$ cat src/rtl/apb_timer_pkg.sv
// apb_timer_pkg: shared definitions for the APB timer slave.
//   - register word offsets (paddr[4:2])
//   - CTRL / STATUS bit positions
//   - default ID register value
//   - APB phase FSM state encoding
package apb_timer_pkg;

  localparam logic [2:0] OFF_CTRL   = 3'd0;
  localparam logic [2:0] OFF_LOAD   = 3'd1;
  localparam logic [2:0] OFF_COUNT  = 3'd2;
  localparam logic [2:0] OFF_STATUS = 3'd3;
  localparam logic [2:0] OFF_ID     = 3'd4;

  localparam int unsigned CTRL_EN_BIT     = 0;
  localparam int unsigned CTRL_AR_BIT     = 1;
  localparam int unsigned CTRL_IRQ_EN_BIT = 2;
  localparam int unsigned CTRL_PS_LSB     = 8;
  localparam int unsigned CTRL_PS_MSB     = 15;

  localparam int unsigned STATUS_EXPIRED_BIT = 0;
  localparam int unsigned STATUS_PERR_BIT    = 1;

  localparam logic [31:0] TIMER_ID_DEFAULT = 32'h544D_0001;

  typedef enum logic [1:0] {
    APB_IDLE   = 2'd0,
    APB_SETUP  = 2'd1,
    APB_ACCESS = 2'd2
  } apb_state_e;

endpackage

$ cat src/rtl/apb_timer_prescaler.sv
// apb_timer_prescaler: 8-bit prescale counter.
//   clk, rst_n : clock, asynchronous active-low reset
//   en         : counter runs while high, held at 0 while low
//   clr        : synchronous clear (restarts the prescale period)
//   prescale   : terminal value; a tick is issued every prescale+1 cycles
//   tick       : combinational, high in the cycle the counter equals prescale
module apb_timer_prescaler (
  input  logic       clk,
  input  logic       rst_n,
  input  logic       en,
  input  logic       clr,
  input  logic [7:0] prescale,
  output logic       tick
);

  logic [7:0] cnt_q;
  logic [7:0] cnt_d;

  always_comb begin
    cnt_d = cnt_q;
    tick  = 1'b0;
    if (!en || clr) begin
      cnt_d = '0;
    end else if (cnt_q == prescale) begin
      cnt_d = '0;
      tick  = 1'b1;
    end else begin
      cnt_d = cnt_q + 8'd1;
    end
  end

  always_ff @(posedge clk or negedge rst_n) begin
    if (!rst_n) begin
      cnt_q <= '0;
    end else begin
      cnt_q <= cnt_d;
    end
  end

endmodule

$ cat src/rtl/apb_timer_slave.sv
// apb_timer_slave: APB timer peripheral behind the AHB-to-APB bridge.
//   Hclk, Hresetn : clock, asynchronous active-low reset
//   psel          : bridge slave-select code (selected when == SEL_ID)
//   penable       : APB access phase
//   pwrite        : 1 = write, 0 = read
//   paddr         : address, paddr[4:2] selects the register
//   pwdata        : write data
//   prdata        : registered read data, loaded at the end of read setup
//   irq           : registered STATUS.EXPIRED & CTRL.IRQ_EN
// Registers: CTRL, LOAD, COUNT (RO), STATUS (W1C), ID (RO).
module apb_timer_slave
  import apb_timer_pkg::*;
#(
  parameter logic [2:0]  SEL_ID   = 3'b001,
  parameter logic [31:0] TIMER_ID = TIMER_ID_DEFAULT
) (
  input  logic        Hclk,
  input  logic        Hresetn,
  input  logic [2:0]  psel,
  input  logic        penable,
  input  logic        pwrite,
  input  logic [31:0] paddr,
  input  logic [31:0] pwdata,
  output logic [31:0] prdata,
  output logic        irq
);

  apb_state_e  state_q, state_d;
  logic        ctrl_en_q, ctrl_en_d;
  logic        ctrl_ar_q, ctrl_ar_d;
  logic        ctrl_irq_en_q, ctrl_irq_en_d;
  logic [7:0]  prescale_q, prescale_d;
  logic [31:0] load_q, load_d;
  logic [31:0] count_q, count_d;
  logic        expired_q, expired_d;
  logic        perr_q, perr_d;
  logic [31:0] prdata_q, prdata_d;
  logic        irq_q, irq_d;

  logic        sel, setup_ph, access_ph;
  logic        wr_en, rd_en, perr_evt;
  logic [2:0]  addr;
  logic        wr_ctrl, wr_load, wr_status;
  logic [31:0] rdata;
  logic        ps_clr, tick, expire;

  // Only paddr[4:2] is decoded.
  logic unused_paddr;
  assign unused_paddr = ^{paddr[31:5], paddr[1:0]};

  assign prdata = prdata_q;
  assign irq    = irq_q;

  // APB phase tracking
  always_comb begin
    sel       = (psel == SEL_ID);
    setup_ph  = sel & ~penable;
    access_ph = sel & penable;
    state_d   = APB_IDLE;
    wr_en     = 1'b0;
    perr_evt  = 1'b0;
    unique case (state_q)
      APB_IDLE: begin
        if (setup_ph)       state_d = APB_SETUP;
        else if (access_ph) perr_evt = 1'b1;
      end
      APB_SETUP: begin
        if (access_ph) begin
          state_d = APB_ACCESS;
          wr_en   = pwrite;
        end
      end
      APB_ACCESS: begin
        if (setup_ph)       state_d = APB_SETUP;
        else if (access_ph) perr_evt = 1'b1;
      end
      default: state_d = APB_IDLE;
    endcase
    rd_en     = setup_ph & ~pwrite;
    addr      = paddr[4:2];
    wr_ctrl   = wr_en & (addr == OFF_CTRL);
    wr_load   = wr_en & (addr == OFF_LOAD);
    wr_status = wr_en & (addr == OFF_STATUS);
  end

  // Read mux
  always_comb begin
    rdata = '0;
    unique case (addr)
      OFF_CTRL: begin
        rdata[CTRL_EN_BIT]                 = ctrl_en_q;
        rdata[CTRL_AR_BIT]                 = ctrl_ar_q;
        rdata[CTRL_IRQ_EN_BIT]             = ctrl_irq_en_q;
        rdata[CTRL_PS_MSB:CTRL_PS_LSB]     = prescale_q;
      end
      OFF_LOAD:  rdata = load_q;
      OFF_COUNT: rdata = count_q;
      OFF_STATUS: begin
        rdata[STATUS_EXPIRED_BIT] = expired_q;
        rdata[STATUS_PERR_BIT]    = perr_q;
      end
      OFF_ID:    rdata = TIMER_ID;
      default:   rdata = '0;
    endcase
  end

  // Prescale period restarts on a LOAD write or a PRESCALE change.
  assign ps_clr = wr_load |
                  (wr_ctrl & (pwdata[CTRL_PS_MSB:CTRL_PS_LSB] != prescale_q));

  apb_timer_prescaler u_prescaler (
    .clk      (Hclk),
    .rst_n    (Hresetn),
    .en       (ctrl_en_q),
    .clr      (ps_clr),
    .prescale (prescale_q),
    .tick     (tick)
  );

  // Register bank and down-counter
  always_comb begin
    ctrl_en_d     = ctrl_en_q;
    ctrl_ar_d     = ctrl_ar_q;
    ctrl_irq_en_d = ctrl_irq_en_q;
    prescale_d    = prescale_q;
    load_d        = load_q;
    count_d       = count_q;
    expired_d     = expired_q;
    perr_d        = perr_q;
    prdata_d      = prdata_q;

    if (wr_ctrl) begin
      ctrl_en_d     = pwdata[CTRL_EN_BIT];
      ctrl_ar_d     = pwdata[CTRL_AR_BIT];
      ctrl_irq_en_d = pwdata[CTRL_IRQ_EN_BIT];
      prescale_d    = pwdata[CTRL_PS_MSB:CTRL_PS_LSB];
    end
    if (wr_load) load_d = pwdata;

    // A LOAD write overrides any tick in the same cycle.
    expire = tick & ~wr_load & (count_q == 32'd1);
    if (wr_load) begin
      count_d = pwdata;
    end else if (tick && (count_q > 32'd1)) begin
      count_d = count_q - 32'd1;
    end else if (expire) begin
      count_d = ctrl_ar_q ? load_q : '0;
    end

    // Clear first so a same-cycle set wins.
    if (wr_status && pwdata[STATUS_EXPIRED_BIT]) expired_d = 1'b0;
    if (expire)                                  expired_d = 1'b1;
    if (wr_status && pwdata[STATUS_PERR_BIT])    perr_d    = 1'b0;
    if (perr_evt)                                perr_d    = 1'b1;

    if (rd_en) prdata_d = rdata;

    // Built from next-state values so irq rises with EXPIRED.
    irq_d = expired_d & ctrl_irq_en_d;
  end

  always_ff @(posedge Hclk or negedge Hresetn) begin
    if (!Hresetn) begin
      state_q       <= APB_IDLE;
      ctrl_en_q     <= 1'b0;
      ctrl_ar_q     <= 1'b0;
      ctrl_irq_en_q <= 1'b0;
      prescale_q    <= '0;
      load_q        <= '0;
      count_q       <= '0;
      expired_q     <= 1'b0;
      perr_q        <= 1'b0;
      prdata_q      <= '0;
      irq_q         <= 1'b0;
    end else begin
      state_q       <= state_d;
      ctrl_en_q     <= ctrl_en_d;
      ctrl_ar_q     <= ctrl_ar_d;
      ctrl_irq_en_q <= ctrl_irq_en_d;
      prescale_q    <= prescale_d;
      load_q        <= load_d;
      count_q       <= count_d;
      expired_q     <= expired_d;
      perr_q        <= perr_d;
      prdata_q      <= prdata_d;
      irq_q         <= irq_d;
    end
  end

endmodule

$ cat config.mk
export PLATFORM = sky130hd
export DESIGN_NAME = apb_timer_slave
export DESIGN_NICKNAME = d
export VERILOG_FILES = /design/src/rtl/apb_timer_pkg.sv /design/src/rtl/apb_timer_prescaler.sv /design/src/rtl/apb_timer_slave.sv
export SDC_FILE = /design/constraint.sdc
export NUM_CORES = 1
export LEC_CHECK = 0
export CAP_MARGIN = 5
export CORE_ASPECT_RATIO = 0.9
export CORE_UTILIZATION = 49
export DETAILED_ROUTE_END_ITERATION = 16
export PLACE_DENSITY = 0.77
export SKIP_LAST_GASP = 1
export SYNTH_ARGS = -nofsm -noshare
export SYNTH_HDL_FRONTEND = slang
export SYNTH_SLANG_ARGS = --single-unit
export TNS_END_PERCENT = 5
$ cat constraint.sdc
create_clock -name Hclk -period 2.7 [get_ports Hclk]
set_input_delay 0.54 -clock Hclk [delete_from_list [all_inputs] [get_ports Hclk]]
set_output_delay 0.54 -clock Hclk [all_outputs]
set_load 0.02 [all_outputs]
==> results of run 1 <==
-- power by group through the flow --
stage	Combinational [mW]	Clock [mW]	Sequential (mW)
floorplan	0.626	0	2.05
global placement	1.04	0	2.05
detailed placement	1.07	0	2.06
CTS	1.08	2.36	2.03
global route	1.19	2.43	2.05
finish	1.10	2.33	2.03
-- critical path: cells and delay by family (launching register included) --
| kind | cells | cell delay (ps) |
|---|---|---|
| and+or+nand+nor | 4 | 1280 |
| xor gates and xnor gates | 1 | 130 |
| AOI/OAI and AO/OA | 2 | 320 |
| DFF | 1 | 440 |
| adders and majority gates | 1 | 160 |
| buffers and inverters | 1 | 110 |
-- path summary, 6_finish.rpt --
path,cells past startpoint,from,endpoint
max in group asynchronous,2,Hresetn,load_q[15]
min in group Hclk,1,state_q[1],state_q[1]
max reg2reg,9,count_q[1],count_q[30]
max,9,count_q[1],count_q[30]
min reg2reg,1,state_q[1],state_q[1]
min,1,Hresetn,prdata[5]
-- synth_stat cells, drive strengths merged, types with 3 or more instances --
| cell | n |
|---|---|
| o21ai | 50 |
| a21oi | 37 |
| nand2 | 145 |
| o22ai | 17 |
| and3 | 6 |
| nand4 | 10 |
| xor2 | 15 |
| nor3 | 12 |
| or4 | 6 |
| a31oi | 15 |
| and2 | 7 |
| buf | 21 |
| mux2i | 10 |
| nand3 | 15 |
| inv | 9 |
| xnor2 | 31 |
| a22oi | 15 |
| dfrtp | 120 |
| mux2 | 9 |
| a22o | 17 |
| nor2 | 45 |
| clkbuf | 31 |
| a211oi | 3 |
| o31ai | 11 |
| o21a | 5 |
| a311oi | 5 |
| nor4 | 11 |
| ha | 3 |
-- final cells by class --
type	count	area, um^2
Tap cell	164	205
Multi-Input combinational cell	527	3270
Fill cell	993	4370
Inverter	9	33.8
Clock inverter	9	120
Timing Repair Buffer	149	1390
Sequential cell	120	3000
Clock buffer	23	488
-- repair_timing --
action | in CTS | in global routing
gates resized for setup | 0 | 2
hold endpoints to repair | 0 | 0
hold buffers | 0 | 0
buffers inserted | 0 | 0
setup endpoints to repair | 0 | 2
-- metrics by stage --
step	cells	total power, mW	utilization	hold slack, ps
after detailed placement	969	3.13	0.613	431
after global placement	969	3.09	0.613	409
final	1001	5.46	0.661	161
after floorplan	708	2.68	-	244
after CTS	1001	5.47	0.660	185
after global routing	1001	5.67	0.661	216
-- metal layers --
layer	up-vias	track usage
li1	2760	-
met1	2917	0.390
met2	283	0.434
met3	37	0.0620
met4	0	0.127
met5	-	0
-- cells in the final DEF, fill, tap and decap left out, types with 3 or more instances in the layout --
cell type / count
sky130_fd_sc_hd__clkbuf_16: 17
sky130_fd_sc_hd__xor2_1: 15
sky130_fd_sc_hd__and2_1: 6
sky130_fd_sc_hd__nand2_1: 144
sky130_fd_sc_hd__a22o_1: 17
sky130_fd_sc_hd__clkinv_2: 6
sky130_fd_sc_hd__buf_12: 7
sky130_fd_sc_hd__a21oi_1: 37
sky130_fd_sc_hd__nor2_1: 44
sky130_fd_sc_hd__buf_4: 69
sky130_fd_sc_hd__bufinv_16: 3
sky130_fd_sc_hd__mux2i_1: 10
sky130_fd_sc_hd__mux2_2: 9
sky130_fd_sc_hd__a31oi_1: 15
sky130_fd_sc_hd__o21ai_1: 9
sky130_fd_sc_hd__nand4_1: 8
sky130_fd_sc_hd__dfrtp_1: 120
sky130_fd_sc_hd__or4_1: 3
sky130_fd_sc_hd__o22ai_2: 12
sky130_fd_sc_hd__or4_4: 3
sky130_fd_sc_hd__clkdlybuf4s50_1: 73
sky130_fd_sc_hd__o21ai_0: 41
sky130_fd_sc_hd__o31ai_1: 10
sky130_fd_sc_hd__clkbuf_8: 4
sky130_fd_sc_hd__a311oi_1: 5
sky130_fd_sc_hd__a22oi_1: 15
sky130_fd_sc_hd__nor4_1: 7
sky130_fd_sc_hd__and3_1: 6
sky130_fd_sc_hd__o22ai_1: 5
sky130_fd_sc_hd__nor3_1: 10
sky130_fd_sc_hd__xnor2_1: 31
sky130_fd_sc_hd__o21a_1: 5
sky130_fd_sc_hd__nand3_1: 14
sky130_fd_sc_hd__inv_1: 9
sky130_fd_sc_hd__ha_1: 3
-- kinds of logic (layout without fill, tap and decap cells) --
family          after synthesis  in the layout
simple gates                273            273
mux                          20             20
buf+inv                      61            190
fa+ha+maj                     3              3
compound gates              185            185
flops                       120            120
xor+xnor                     46             46
-- registers in the layout, indices dropped and copies added, names as in the netlist --
register	flops
u_prescaler.cnt_q	8
state_q	2
ctrl_ar_q	1
perr_q	1
expired_q	1
prdata	32
irq	1
load_q	32
count_q	32
prescale_q	8
ctrl_irq_en_q	1
ctrl_en_q	1
==> flow_summary_export.csv, run 1 <==
group,metric,value,unit
logic_synthesis,synth_fp_nets,782,
logic_synthesis,synthesized_area_fraction_occupied_by_ao_oa_aoi_and_oai_cells,0.195,
clock_tree,insertion_delay,420,ps
finish,layout-drive-gt1-share,0.177,
critical_path,crit_arrival,2880,ps
critical_path,cp_cell_sequence,"inv_1 -> ha_1 -> or4b_1 -> or4_4 -> nor2_2 -> nand2_1 -> xnor2_1 -> o211ai_1 -> o211ai_1",
logic_synthesis,synth_xor_area_frac,0.0614,
drt,drt-pass1-iter-count,6,
power,max-vdd-ir-drop,0.437,mV
drt,drt-initial-drc-count,468,
sta,timing.fmax,386,MHz
clock_tree,cts.root.buffer_cell,"sky130_fd_sc_hd__clkbuf_16",
logic_synthesis,synthArstFlopShare,1.00,
sta,setup_ws,112,ps
critical_path,endpoint_kind,"flip-flop",
sta,clock-skew-final,6.41,ps
logic_synthesis,register_area_share_after_synthesis,0.457,
clock_tree,numCtsBuffers,17,
power,part_of_the_total_power_dissipated_in_combinational_logic,0.201,
global_routing,grt_max_degree,58,
logic_synthesis,synth.largest_area_cell,"sky130_fd_sc_hd__dfrtp_1",
sta,post-route-min-period,2590,ps
floorplan,num_rows,39,
drt,route.layer.met1.wl,7750,um
power,power.clock.fraction,0.427,
finish,post-route-cell-area,0.00851,mm^2
sta,setup_violations,0,
global_routing,grt_pass1_wl,30100,um
critical_path,criticalPathCategory,"flip-flop to flip-flop",
global_routing,grt_usage,0.286,
floorplan,dieArea,0.0139,mm^2
status,result_of_the_run,"finished, final reports clean",
power,power_frac_seq,0.372,
drt,routed-wl-met2,8640,um
power,cellInternalPower,3.95,mW
floorplan,ios,104,
floorplan,core_region_area,0.0129,mm^2
logic_synthesis,post_synth_inst_count,708,
drt,drtAntennaViolNets,0,
logic_synthesis,most_used_flip_flop_cell_after_synthesis,"sky130_fd_sc_hd__dfrtp_1",
drt,top_layer_used,"met4",
clock_tree,numClockSinks,120,
drt,post_drt_wl_per_cell,18.4,um
clock_tree,cts.clk_slew.worst_paths,50,ps
logic_synthesis,yosys.area_share.adder,0.00572,
logic_synthesis,yosys-top-cells-area,"sky130_fd_sc_hd__dfrtp_1 46%, sky130_fd_sc_hd__nand2_1 8.2%, sky130_fd_sc_hd__xnor2_1 4.1%, sky130_fd_sc_hd__o21ai_0 3.1%, sky130_fd_sc_hd__a21oi_1 2.8%",
power,power.share.switching,0.277,
logic_synthesis,avg_inst_size_synth,9.27,um^2
placement,worst_slack_after_detailed_placement,-159,ps
logic_synthesis,number_of_flops_mapped_to_enable_cells_by_yosys,0,
sta,post-route-period-util,0.959,
placement,post_dp_cell_area,0.00789,mm^2
power,switchingPower,1.51,mW
clock_tree,cts.path.max_buffers,2,
logic_synthesis,synth.cell_area,0.00656,mm^2
critical_path,crit_slowest_cell,"sky130_fd_sc_hd__or4_4",
critical_path,worst-endpoint-required,2990,ps
logic_synthesis,dominant_combinational_cell_family_by_area_after_synthesis,"simple AND/OR/NAND/NOR gates",
global_routing,grt.overflow.total,0,
placement,gp_routability_congestion,0.935,
critical_path,most_used_cell_along_the_critical_path,"sky130_fd_sc_hd__o211ai_1",
critical_path,critical_path.max_stage_delay,540,ps
power,power.static_leakage,3.81,nW
hold_path,hold_path.class,"input port to asynchronous set/reset pin",
sta,tns,0,ps
floorplan,die_h,112,um
global_routing,grt_pass1_vias,5993,
floorplan,initial_core_util,0.510,
finish,area_growth_syn_to_layout,29.6,%
drt,routed_wirelength,18400,um
finish,diode_insertion_count_for_antenna_repair,0,
logic_synthesis,synth_top_area_share,0.457,
clock_tree,cts_tree,"built",
sta,report.final.slew_viol_count,0,
logic_synthesis,post_synth_mux_area_share,0.0341,
global_routing,initial_antenna_violation_count,0,
sta,hold_viol_final,0,
critical_path,critical_path.startpoint_type,"flip-flop",
drt,met3_wirelength,1500,um
finish,finish.net_count,898,
critical_path,crit_path_max_fanout,8,
logic_synthesis,yosysWarningCount,0,
sta,max_slew_margin,0.527,
placement,post-dp-hpwl,13000,um
drt,route.vias.total,5997,
placement,port-buffer-count,74,
floorplan,chipWidth,124,um
run,max_cap_violations,0,
logic_synthesis,postSynthRegisterBits,120,
power,power.density,642,mW/mm^2
logic_synthesis,yosys.area_share.simple,0.201,
critical_path,setup.reg_to_reg.worst_slack,110,ps
clock_tree,clock_tree.htree_level_count,4,
drt,detail_route.vias_per_cell,5.99,
drt,post-route-drc-count,0,
sta,measured_slew_at_the_worst_slew_check_pin,710,ps
sta,grt_setup_unrepaired,"true",
logic_synthesis,netlist-cell-type-count,63,
(Power assumes the default switching activity.)
==> run 2, diff against run 1 <==
--- a/config.mk
+++ b/config.mk
@@ -8,6 +8,7 @@
 export CAP_MARGIN = 5
 export CORE_ASPECT_RATIO = 0.9
 export CORE_UTILIZATION = 49
+export CTS_CLUSTER_SIZE = 10
 export DETAILED_ROUTE_END_ITERATION = 16
 export PLACE_DENSITY = 0.77
 export SKIP_LAST_GASP = 1
==> results of run 2 <==
Same layout as run 1: the final DEF is identical, and so are final timing and power.
==> run 3, diff against run 2 <==
--- a/config.mk
+++ b/config.mk
@@ -11,7 +11,6 @@
 export CTS_CLUSTER_SIZE = 10
 export DETAILED_ROUTE_END_ITERATION = 16
 export PLACE_DENSITY = 0.77
-export SKIP_LAST_GASP = 1
 export SYNTH_ARGS = -nofsm -noshare
 export SYNTH_HDL_FRONTEND = slang
 export SYNTH_SLANG_ARGS = --single-unit
==> flow_summary_export.csv, run 3 (synthesis gave the netlist of run 1 again) <==
group,metric,value,unit
drt,post_drt_wl_per_cell,18.3,um
global_routing,grt_usage,0.286,
critical_path,cp-startpoint,"count_q[1]",
sta,max_slew_margin,0.527,
clock_tree,numClockSinks,120,
placement,post-dp-hpwl,13000,um
sta,tns,0,ps
sta,clock-skew-final,5.67,ps
sta,post-route-min-period,2590,ps
critical_path,crit_arrival,2880,ps
sta,timing.fmax,386,MHz
sta,hold_slack,162,ps
critical_path,crit_path_max_fanout,8,
clock_tree,insertion_delay,420,ps
finish,commonest_cells_after_routing_fill_and_taps_aside,"144 x sky130_fd_sc_hd__nand2_1, 120 x sky130_fd_sc_hd__dfrtp_1, 73 x sky130_fd_sc_hd__clkdlybuf4s50_1, 69 x sky130_fd_sc_hd__buf_4, 44 x sky130_fd_sc_hd__nor2_1",
finish,fin_util,0.661,
clock_tree,clock_tree.htree_level_count,4,
floorplan,initial_core_util,0.510,
power,switchingPower,1.51,mW
critical_path,worst-endpoint-required,2990,ps
sta,hold_viol_final,0,
hold_path,hold_path.class,"input port to asynchronous set/reset pin",
global_routing,grt_max_degree,58,
power,part_of_the_total_power_dissipated_in_combinational_logic,0.201,
clock_tree,cts.path.max_buffers,2,
finish,layout.cells.most_common,"sky130_fd_sc_hd__nand2_1",
critical_path,worst_r2r_path_depth,9,
clock_tree,holdBufCountCts,0,
sta,report.final.slew_viol_count,0,
floorplan,ios,104,
drt,post-route-drc-count,0,
floorplan,dieArea,0.0139,mm^2
drt,drt-initial-drc-count,468,
clock_tree,postCtsResizedCells,0,
clock_tree,postCtsSetupRepairBufs,0,
finish,diode_insertion_count_for_antenna_repair,0,
critical_path,critical_path.max_stage_delay,540,ps
drt,route.vias.total,6017,
finish,finish.net_count,898,
sta,measured_slew_at_the_worst_slew_check_pin,710,ps
finish,area_growth_syn_to_layout,29.6,%
power,max-vdd-ir-drop,0.436,mV
status,result_of_the_run,"finished, final reports clean",
drt,route.layer.met1.wl,7720,um
drt,drt-pass1-iter-count,5,
finish,layout-drive-gt1-share,0.177,
power,power_frac_seq,0.372,
power,cellInternalPower,3.95,mW
sta,setup_violations,0,
critical_path,most_used_cell_along_the_critical_path,"sky130_fd_sc_hd__o211ai_1",
power,power.density,642,mW/mm^2
placement,gp_routability_congestion,0.935,
global_routing,initial_antenna_violation_count,0,
drt,top_layer_used,"met4",
critical_path,regToRegStartpoint,"count_q[1]",
drt,routed_wirelength,18400,um
drt,drtAntennaViolNets,0,
clock_tree,numCtsBuffers,17,
clock_tree,cts_tree,"built",
drt,routed-wl-met2,8650,um
critical_path,criticalPathCategory,"flip-flop to flip-flop",
clock_tree,cts.root.buffer_cell,"sky130_fd_sc_hd__clkbuf_16",
clock_tree,cts.clk_slew.worst_paths,50,ps
run,max_cap_violations,0,
power,power.static_leakage,3.81,nW
placement,port-buffer-count,74,
floorplan,num_rows,39,
global_routing,grt_pass1_wl,30100,um
floorplan,core_region_area,0.0129,mm^2
critical_path,critical_path.startpoint_type,"flip-flop",
power,power.clock.fraction,0.427,
sta,grt_setup_unrepaired,"true",
floorplan,die_h,112,um
sta,post-route-period-util,0.958,
power,power.share.switching,0.277,
global_routing,grt_pass1_vias,5993,
drt,detail_route.vias_per_cell,6.01,
critical_path,cp_cell_sequence,"inv_1 -> ha_1 -> or4b_1 -> or4_4 -> nor2_2 -> nand2_1 -> xnor2_1 -> o211ai_1 -> o211ai_1",
critical_path,endpoint_kind,"flip-flop",
critical_path,crit_slowest_cell,"sky130_fd_sc_hd__or4_4",
floorplan,chipWidth,124,um
drt,met3_wirelength,1510,um
global_routing,grt.overflow.total,0,
==> run 3: cell counts in the layout (fill, tap and decap cells not counted) <==
Identical to the previous run, type by type.
==> run 3: critical path, delay by kind of cell, from the launching register on <==
family	cells	cell delay [ps]
XOR/XNOR	1	130
flip-flops	1	440
AO/OA/AOI/OAI	2	320
adder cells (fa/ha/maj)	1	160
buffers and inverters	1	110
AND/OR/NAND/NOR	4	1280
==> run 3: path summary, 6_finish.rpt <==
| check | slack, ps | end |
|---|---|---|
| setup reg to reg | 110 | count_q[30] |
| max in group asynchronous | 1790 | load_q[15] |
| hold reg to reg | 430 | state_q[1] |
| hold / removal | 160 | prdata[5] |
| min in group Hclk | 430 | state_q[1] |
| setup / recovery | 110 | count_q[30] |
==> run 3: cell type report <==
type	count	area, um^2
multi-input combinational	527	3270
clock buffer	23	488
sequential	120	3000
clock inverter	9	120
inverter	9	33.8
fill	993	4370
timing repair buffer	149	1390
tap	164	205
==> run 3: stage by stage <==
step                      setup WS [ps]  total power [mW]  area, um^2  instances
after CTS                          86.8              5.47        8500       1001
after global placement             -131              3.09        7890        969
after floorplan                     165              2.68        6560        708
final                               112              5.46        8510       1001
after detailed placement           -159              3.13        7890        969
after global routing              -33.8              5.67        8510       1001
==> run 3: power by group through the flow <==
| stage | registers (mW) | logic (mW) | clock network (mW) |
|---|---|---|---|
| floorplan | 2.05 | 0.626 | 0 |
| global placement | 2.05 | 1.04 | 0 |
| detailed placement | 2.06 | 1.07 | 0 |
| CTS | 2.03 | 1.08 | 2.36 |
| global route | 2.05 | 1.19 | 2.43 |
| finish | 2.03 | 1.10 | 2.33 |
==> run 3: metal layers <==
| layer | track usage | vias to the layer above |
|---|---|---|
| met5 | 0 | - |
| met4 | 0.127 | 0 |
| met3 | 0.0620 | 39 |
| met2 | 0.434 | 288 |
| met1 | 0.390 | 2929 |
| li1 | - | 2761 |
